File: src/rtl/lsu_pkg.sv
// lsu_pkg -- shared definitions for the lsu_ext load-store unit.
//   size_e   : access size encodings (byte/half/word/dword)
//   state_e  : control FSM states
//   beat_bytes / off_bits : constants derived from the memory data width
//   misaligned : alignment check of a byte address for a given size
package lsu_pkg;

  typedef enum logic [1:0] {
    SZ_B = 2'd0,
    SZ_H = 2'd1,
    SZ_W = 2'd2,
    SZ_D = 2'd3
  } size_e;

  typedef enum logic [1:0] {
    ST_IDLE = 2'd0,
    ST_REQ  = 2'd1,
    ST_WAIT = 2'd2,
    ST_DONE = 2'd3
  } state_e;

  localparam int BYTE_W = 8;

  // Bytes carried by one memory beat.
  function automatic int beat_bytes(input int data_w);
    return data_w / BYTE_W;
  endfunction

  // Width of the byte offset within one beat.
  function automatic int off_bits(input int data_w);
    return $clog2(data_w / BYTE_W);
  endfunction

  // An access is misaligned when addr mod 2^size != 0.
  function automatic logic misaligned(input size_e size, input logic [2:0] low);
    case (size)
      SZ_B:    return 1'b0;
      SZ_H:    return low[0];
      SZ_W:    return |low[1:0];
      default: return |low[2:0];
    endcase
  endfunction

endpackage

File: src/rtl/lsu_align.sv
// lsu_align -- combinational lane logic for lsu_ext.
//   off           in  byte offset of the access within the beat
//   size          in  access size
//   load_unsigned in  1 = zero-extend loads, 0 = sign-extend
//   wdata         in  right-aligned store data
//   rdata         in  raw read beat from memory
//   wmask         out byte-enable mask placed on the addressed lanes
//   wdata_sh      out store data shifted onto the addressed lanes
//   rdata_ext     out load field extracted and extended to DATA_W
module lsu_align
  import lsu_pkg::*;
#(
  parameter int DATA_W = 32,
  localparam int BYTES = beat_bytes(DATA_W),
  localparam int OFF_W = off_bits(DATA_W)
) (
  input  logic [OFF_W-1:0]  off,
  input  size_e             size,
  input  logic              load_unsigned,
  input  logic [DATA_W-1:0] wdata,
  input  logic [DATA_W-1:0] rdata,
  output logic [BYTES-1:0]  wmask,
  output logic [DATA_W-1:0] wdata_sh,
  output logic [DATA_W-1:0] rdata_ext
);

  logic [BYTES-1:0]  size_mask;  // 2^size low bytes set
  logic [DATA_W-1:0] keep_mask;  // size_mask expanded to bits
  logic [DATA_W-1:0] rdata_sh;
  logic              sign_bit;

  genvar gi;
  generate
    for (gi = 0; gi < BYTES; gi++) begin : g_lane
      assign size_mask[gi] = (32'(gi) < (32'd1 << size));
      assign keep_mask[gi*8 +: 8] = {8{size_mask[gi]}};
    end
  endgenerate

  assign wmask    = size_mask << off;
  assign wdata_sh = wdata << {off, 3'b000};
  assign rdata_sh = rdata >> {off, 3'b000};

  // Extension fills every bit above the field with the field's top bit
  // (or zero), so one mask handles all sizes.
  always_comb begin
    sign_bit = 1'b0;
    case (size)
      SZ_B:    sign_bit = rdata_sh[7];
      SZ_H:    sign_bit = rdata_sh[15];
      SZ_W:    sign_bit = rdata_sh[31];
      default: sign_bit = rdata_sh[DATA_W-1];
    endcase
    rdata_ext = (rdata_sh & keep_mask) |
                ({DATA_W{sign_bit & ~load_unsigned}} & ~keep_mask);
  end

endmodule

File: src/rtl/lsu_ext.sv
// lsu_ext -- load-store unit between execute stage and a valid/ready memory port.
// One access outstanding; loads and stores both wait for a memory response.
//   clk, rst                 clock, synchronous active-high reset
//   in_valid/in_ready        access handshake from EXU (ready only in IDLE)
//   in_wen/addr/wdata/size/unsigned  access fields, latched on accept
//   out_valid/rdata/err      one-cycle completion pulse to WBU, data/err held
//   mem_req_valid/ready      memory request handshake
//   mem_addr/wen/wdata/wmask beat-aligned request fields (0 outside REQ)
//   mem_resp_valid/rdata/resp_err  memory response
// Optional: define LSU_TIMEOUT_EN to enable a watchdog that ends an access
// with an error after TIMEOUT_CYC cycles in REQ/WAIT.
module lsu_ext
  import lsu_pkg::*;
#(
  parameter int ADDR_W      = 32,
  parameter int DATA_W      = 32,
  parameter int TIMEOUT_CYC = 255,
  localparam int BYTES = beat_bytes(DATA_W),
  localparam int OFF_W = off_bits(DATA_W)
) (
  input  logic              clk,
  input  logic              rst,
  input  logic              in_valid,
  output logic              in_ready,
  input  logic              in_wen,
  input  logic [ADDR_W-1:0] in_addr,
  input  logic [DATA_W-1:0] in_wdata,
  input  logic [1:0]        in_size,
  input  logic              in_unsigned,
  output logic              out_valid,
  output logic [DATA_W-1:0] out_rdata,
  output logic              out_err,
  output logic              mem_req_valid,
  input  logic              mem_req_ready,
  output logic [ADDR_W-1:0] mem_addr,
  output logic              mem_wen,
  output logic [DATA_W-1:0] mem_wdata,
  output logic [BYTES-1:0]  mem_wmask,
  input  logic              mem_resp_valid,
  input  logic [DATA_W-1:0] mem_rdata,
  input  logic              mem_resp_err
);

  state_e            state_reg, state_next;
  logic              wen_reg, wen_next;
  logic [ADDR_W-1:0] addr_reg, addr_next;
  logic [DATA_W-1:0] wdata_reg, wdata_next;
  size_e             size_reg, size_next;
  logic              unsigned_reg, unsigned_next;
  logic [DATA_W-1:0] rdata_reg, rdata_next;
  logic              err_reg, err_next;

  logic              req_active;
  logic              bad_access;
  logic              timeout_hit;
  logic [BYTES-1:0]  lane_wmask;
  logic [DATA_W-1:0] lane_wdata;
  logic [DATA_W-1:0] load_ext;

  lsu_align #(.DATA_W(DATA_W)) u_align (
    .off           (addr_reg[OFF_W-1:0]),
    .size          (size_reg),
    .load_unsigned (unsigned_reg),
    .wdata         (wdata_reg),
    .rdata         (mem_rdata),
    .wmask         (lane_wmask),
    .wdata_sh      (lane_wdata),
    .rdata_ext     (load_ext)
  );

  // Dword accesses cannot be served by a 32-bit port.
  assign bad_access = misaligned(size_e'(in_size), in_addr[2:0]) ||
                      ((size_e'(in_size) == SZ_D) && (DATA_W == 32));

`ifdef LSU_TIMEOUT_EN
  localparam int TMR_W = $clog2(TIMEOUT_CYC + 1);
  logic [TMR_W-1:0] timer_reg;

  // Held at zero outside REQ/WAIT, so it is clear on every entry to REQ.
  always_ff @(posedge clk) begin
    if (rst || state_reg == ST_IDLE || state_reg == ST_DONE) begin
      timer_reg <= '0;
    end else if (!timeout_hit) begin
      timer_reg <= timer_reg + TMR_W'(1);
    end
  end

  assign timeout_hit = ((state_reg == ST_REQ) || (state_reg == ST_WAIT)) &&
                       (timer_reg == TMR_W'(TIMEOUT_CYC));
`else
  logic [31:0] timeout_cfg_unused;
  assign timeout_cfg_unused = 32'(TIMEOUT_CYC);
  assign timeout_hit = 1'b0;
`endif

  always_ff @(posedge clk) begin
    if (rst) begin
      state_reg    <= ST_IDLE;
      wen_reg      <= 1'b0;
      addr_reg     <= '0;
      wdata_reg    <= '0;
      size_reg     <= SZ_B;
      unsigned_reg <= 1'b0;
      rdata_reg    <= '0;
      err_reg      <= 1'b0;
    end else begin
      state_reg    <= state_next;
      wen_reg      <= wen_next;
      addr_reg     <= addr_next;
      wdata_reg    <= wdata_next;
      size_reg     <= size_next;
      unsigned_reg <= unsigned_next;
      rdata_reg    <= rdata_next;
      err_reg      <= err_next;
    end
  end

  always_comb begin
    state_next    = state_reg;
    wen_next      = wen_reg;
    addr_next     = addr_reg;
    wdata_next    = wdata_reg;
    size_next     = size_reg;
    unsigned_next = unsigned_reg;
    rdata_next    = rdata_reg;
    err_next      = err_reg;
    case (state_reg)
      ST_IDLE: begin
        if (in_valid) begin
          wen_next      = in_wen;
          addr_next     = in_addr;
          wdata_next    = in_wdata;
          size_next     = size_e'(in_size);
          unsigned_next = in_unsigned;
          if (bad_access) begin
            rdata_next = '0;
            err_next   = 1'b1;
            state_next = ST_DONE;
          end else begin
            state_next = ST_REQ;
          end
        end
      end
      ST_REQ: begin
        if (timeout_hit) begin
          rdata_next = '0;
          err_next   = 1'b1;
          state_next = ST_DONE;
        end else if (mem_req_ready) begin
          state_next = ST_WAIT;
        end
      end
      ST_WAIT: begin
        if (timeout_hit) begin
          rdata_next = '0;
          err_next   = 1'b1;
          state_next = ST_DONE;
        end else if (mem_resp_valid) begin
          rdata_next = (wen_reg || mem_resp_err) ? '0 : load_ext;
          err_next   = mem_resp_err;
          state_next = ST_DONE;
        end
      end
      default: begin
        state_next = ST_IDLE;
      end
    endcase
  end

  assign req_active    = (state_reg == ST_REQ);
  assign in_ready      = (state_reg == ST_IDLE);
  assign out_valid     = (state_reg == ST_DONE);
  assign out_rdata     = rdata_reg;
  assign out_err       = err_reg;
  assign mem_req_valid = req_active;
  assign mem_addr      = req_active ? {addr_reg[ADDR_W-1:OFF_W], {OFF_W{1'b0}}} : '0;
  assign mem_wen       = req_active & wen_reg;
  assign mem_wdata     = req_active ? lane_wdata : '0;
  assign mem_wmask     = req_active ? lane_wmask : '0;

endmodule

File: config.mk
export PLATFORM = sky130hd
export DESIGN_NAME = lsu_ext
export DESIGN_NICKNAME = d
export VERILOG_FILES = /design/src/rtl/lsu_pkg.sv /design/src/rtl/lsu_align.sv /design/src/rtl/lsu_ext.sv
export SDC_FILE = /design/constraint.sdc
export NUM_CORES = 1
export LEC_CHECK = 0
export CORE_UTILIZATION = 46
export CTS_CLUSTER_DIAMETER = 80
export DETAILED_ROUTE_END_ITERATION = 6
export PLACE_DENSITY = 0.85
export SYNTH_ARGS = -nofsm -noshare
export SYNTH_HDL_FRONTEND = slang
export SYNTH_SLANG_ARGS = --single-unit
File: constraint.sdc
create_clock -name clk -period 3.9 [get_ports clk]
set_input_delay 0.585 -clock clk [delete_from_list [all_inputs] [get_ports clk]]
set_output_delay 0.585 -clock clk [all_outputs]
set_load 0.02 [all_outputs]
==> reports/qor.log <==
qor: outcome.outcome finished clean
qor: logic_synthesis.post_synthesis_cells 643
qor: worst_setup_path.worst-path-max-fanout 39
qor: die.rows 37
qor: cells_and_area.finalInstanceArea 7330 µm²
qor: worst_setup_path.path_delay_family flip-flops
qor: power_and_ir_drop.p_leak 2.65 nW
qor: logic_synthesis.post_synth.cell_area_avg 7.82 µm²
qor: worst_setup_path.path_cells nor2b_2 > a21oi_1 > nor2_1 > clkdlybuf4s50_1
qor: clock_network.cts_buffer_count 9
qor: worst_setup_path.rr_worst_depth 6
qor: logic_synthesis.postSynth.asyncResetShare 0%
qor: logic_synthesis.synth_top_area_share 41.0%
qor: worst_setup_path.worstSetupStartpoint addr_reg[0]
qor: global_route.overflow 0
qor: clock_network.cts_buffer_depth 2
qor: sta.fmaxAchievable 295 MHz
qor: cells_and_area.finish.utilization 70.1%
qor: worst_setup_path.slowest_stage sky130_fd_sc_hd__dfxtp_2
qor: place.hpwlAfterDp 11500 µm
qor: worst_setup_path.worst-path-buf-inv 1
qor: logic_synthesis.netlist_area 5030 µm²
qor: sta.totalNegativeSetupSlack 0 ns
qor: cells_and_area.final_layout_size_suffix_gt1_share 5.85%
qor: logic_synthesis.synth_seq_cells 103
qor: sta.period_needed 3.39 ns
qor: logic_synthesis.synth-main-ff-cell sky130_fd_sc_hd__dfxtp_1
qor: clock_network.clock_insertion_delay_worst_skew 0.38 ns
qor: drt.drc_violation_count_after_routing 0
qor: power_and_ir_drop.power.ir.vdd_worst 0.000388 V
qor: sta.rsz0062_at_grt false
qor: worst_setup_path.timing.critical_path.from_type register
qor: place.quantity_of_i_o_buffers_inserted_on_ports 208
qor: worst_setup_path.crit_path_required_time 3.31 ns
qor: hold_path.min-delay-start addr_reg[16]
qor: sta.share_of_the_clock_period_used_by_the_worst_path_after_layout 86.9%
qor: sta.relSlewSlack 49.9%
qor: logic_synthesis.synth_enable_flop_cells 0
qor: sta.worst-slew-pin-transition 0.752 ns
qor: drt.routed_wirelength 15700 µm
qor: die.coreArea 10500 µm²
qor: global_route.grt_pass1_wl 24600 µm
qor: worst_setup_path.worst-path-stages 4
qor: drt.drtIter0Drc 226
qor: global_route.via_count_of_the_first_global_routing_pass 4964
qor: cells_and_area.layout-area-overhead-vs-synth 45.8%
qor: clock_network.cts_tree yes
qor: drt.postRouteAntennaNets 0
qor: global_route.grt_antenna_before_repair 0
qor: power_and_ir_drop.p_per_area 504 nW/µm²
qor: clock_network.cts_num_sinks 103
qor: worst_setup_path.regToRegStartpoint addr_reg[1]
qor: cells_and_area.insertedDiodeCount 0
qor: logic_synthesis.synthXorXnorAreaFrac 0%
qor: sta.finalHoldViolCount 0
qor: cells_and_area.fin_nets 926
qor: place.gp_routability_congestion 0.925
qor: drt.mean_number_of_vias_per_cell 5.39
qor: logic_synthesis.proportion_of_synthesized_area_in_mux_cells 7.41%
qor: run.max_cap_violations 0
qor: clock_network.cts-root-buf sky130_fd_sc_hd__clkbuf_8
qor: worst_setup_path.worstReg2RegEnd out_rdata[27]
qor: clock_network.cts_setup_buffers 0
qor: logic_synthesis.post_synth_main_area_contributors sky130_fd_sc_hd__dfxtp_1 (41%), sky130_fd_sc_hd__nand2_1 (12%), sky130_fd_sc_hd__a21oi_1 (8.8%)
qor: worst_setup_path.r2r_setup_slack 1.12 ns
qor: logic_synthesis.post_synth_and_or_nand_nor_area_fraction 23.5%
qor: logic_synthesis.synth_area_in_compound_gates 22.0%
qor: logic_synthesis.adder_cell_area_share_of_the_yosys_netlist 0.995%
qor: worst_setup_path.critPathCaptureType primary output
qor: drt.routed-via-count 5160
qor: global_route.grt_start_max_net_pins 62
qor: logic_synthesis.total_number_of_yosys_warnings 0
qor: worst_setup_path.timing_worst_setup_path_type reg -> out
qor: die.floorplan.initialDensity 48.1%
qor: worst_setup_path.timing.critical_path.slowest_cell_delay 0.83 ns
qor: worst_setup_path.cp_data_arrival_time 2.80 ns
qor: logic_synthesis.dominant_combinational_cell_family_by_area_after_synthesis simple AND/OR/NAND/NOR gates
qor: global_route.groute.usage.overall 27.5%
qor: sta.final_max_slew_viol_count 0
qor: drt.firstDrtPassIters 5
qor: logic_synthesis.synth.largest_area_cell sky130_fd_sc_hd__dfxtp_1
qor: logic_synthesis.ys_types 38
qor: hold_path.holdCritPathClass reg -> reg
qor: die.die_w 107 µm
qor: clock_network.h_tree_lvl_count 3
qor: die.num_io_pins 211
qor: power_and_ir_drop.finalPower 0.00370 W
qor: die.die_h 107 µm
qor: sta.timing.final.setup_violations 0
qor: drt.wl_per_cell 16.4 µm
qor: die.area_of_the_die 11400 µm²
qor: sta.finClkSkew 0.00777 ns
qor: worst_setup_path.cp-endpoint mem_wdata[20]
qor: clock_network.clkTransAtPathRegs 0.10 ns
qor: place.place_area 7120 µm²
qor: logic_synthesis.synth_seq_area_share 41.0%
[tightest hold or removal path, cell delays in order, from the launching register on]
cell	delay, ns
sky130_fd_sc_hd__dfxtp_1	0.32
sky130_fd_sc_hd__nand2_1	0.05
sky130_fd_sc_hd__a21oi_1	0.05
[stage by stage]
step / instances / hold slack, ns / worst slack [ns]
2_1_floorplan: 644 / 0.432 / 1.37
3_3_place_gp: 941 / 0.437 / 0.754
3_5_place_dp: 941 / 0.445 / 0.647
4_1_cts: 957 / 0.458 / 0.223
5_1_grt: 957 / 0.481 / 0.298
6_report: 957 / 0.455 / 0.510
[cell families (layout without fill, tap and decap cells)]
family / count (synthesis) / in the layout
fa+ha+maj: 4 / 4
simple gates: 267 / 267
compound gates: 170 / 170
flops: 103 / 103
mux: 36 / 36
buf+inv: 62 / 239
other cells: 1 / 2
[layer usage]
layer	vias up	GRT usage, %	routed length, µm
met5	-	0	0
met1	2412	34.9	6670
met3	20	6.99	1250
met4	0	10.3	295
met2	213	44.7	7480
li1	2515	-	-
[cell type report]
type / instances / area [µm²]
tap: 136 / 170
clock inverter: 6 / 68.8
multi-input combinational: 479 / 2730
inverter: 6 / 22.5
fill: 865 / 3130
timing repair buffer: 217 / 2140
sequential: 103 / 2060
clock buffer: 10 / 138
[timing repair]
| action | CTS | global route |
|---|---|---|
| resized for setup | 0 | 1 |
| hold buffers | 0 | 0 |
| setup endpoints to repair | 0 | 2 |
[power breakdown]
group	switching, W	leakage (nW)	total (W)	internal [W]
registers	0.000163	0.841	0.00138	0.00122
logic	0.000963	1.71	0.00162	0.000656
clock network	0.000385	0.0912	0.000701	0.000316
[cells in the mapped netlist, types with 2 or more instances]
library cell and count:
sky130_fd_sc_hd__nor2b_1 18, sky130_fd_sc_hd__o21ai_0 17, sky130_fd_sc_hd__a211o_1 7, sky130_fd_sc_hd__nand2_1 161, sky130_fd_sc_hd__a21oi_1 88, sky130_fd_sc_hd__a32oi_1 7, sky130_fd_sc_hd__a31oi_1 2, sky130_fd_sc_hd__buf_2 4
sky130_fd_sc_hd__ha_1 4, sky130_fd_sc_hd__nor2_1 39, sky130_fd_sc_hd__inv_1 5, sky130_fd_sc_hd__dfxtp_1 103, sky130_fd_sc_hd__a211oi_1 18, sky130_fd_sc_hd__a22o_1 14, sky130_fd_sc_hd__and2_1 40, sky130_fd_sc_hd__clkbuf_1 42
sky130_fd_sc_hd__a22o_2 10, sky130_fd_sc_hd__buf_4 2, sky130_fd_sc_hd__mux2i_1 35, sky130_fd_sc_hd__buf_1 7, sky130_fd_sc_hd__nand2b_1 3
[placed cells by master (no fill, tap or decap), types with 3 or more instances in the layout]
master,instances
sky130_fd_sc_hd__buf_4,9
sky130_fd_sc_hd__nand2b_1,3
sky130_fd_sc_hd__mux2i_1,35
sky130_fd_sc_hd__nand2_1,160
sky130_fd_sc_hd__o21ai_0,17
sky130_fd_sc_hd__a22o_2,10
sky130_fd_sc_hd__clkinvlp_4,4
sky130_fd_sc_hd__clkdlybuf4s50_1,207
sky130_fd_sc_hd__and2_1,39
sky130_fd_sc_hd__a32oi_1,7
sky130_fd_sc_hd__a21oi_1,88
sky130_fd_sc_hd__a211oi_1,18
sky130_fd_sc_hd__a211o_1,7
sky130_fd_sc_hd__dfxtp_1,101
sky130_fd_sc_hd__a22o_1,14
sky130_fd_sc_hd__nor2b_1,17
sky130_fd_sc_hd__clkbuf_8,10
sky130_fd_sc_hd__nor2_1,39
sky130_fd_sc_hd__inv_1,5
sky130_fd_sc_hd__ha_1,4
[worst min path at each step]
stage                               end  slack (ns)  depth (start not counted)
after floorplan            addr_reg[10]        0.43                          2
after CTS                  addr_reg[16]        0.46                          2
after global routing      wdata_reg[25]        0.48                          2
final                      addr_reg[16]        0.46                          2
after detailed placement   addr_reg[28]        0.44                          2
after global placement     addr_reg[28]        0.44                          2
Power figures use the tool's default switching activity.
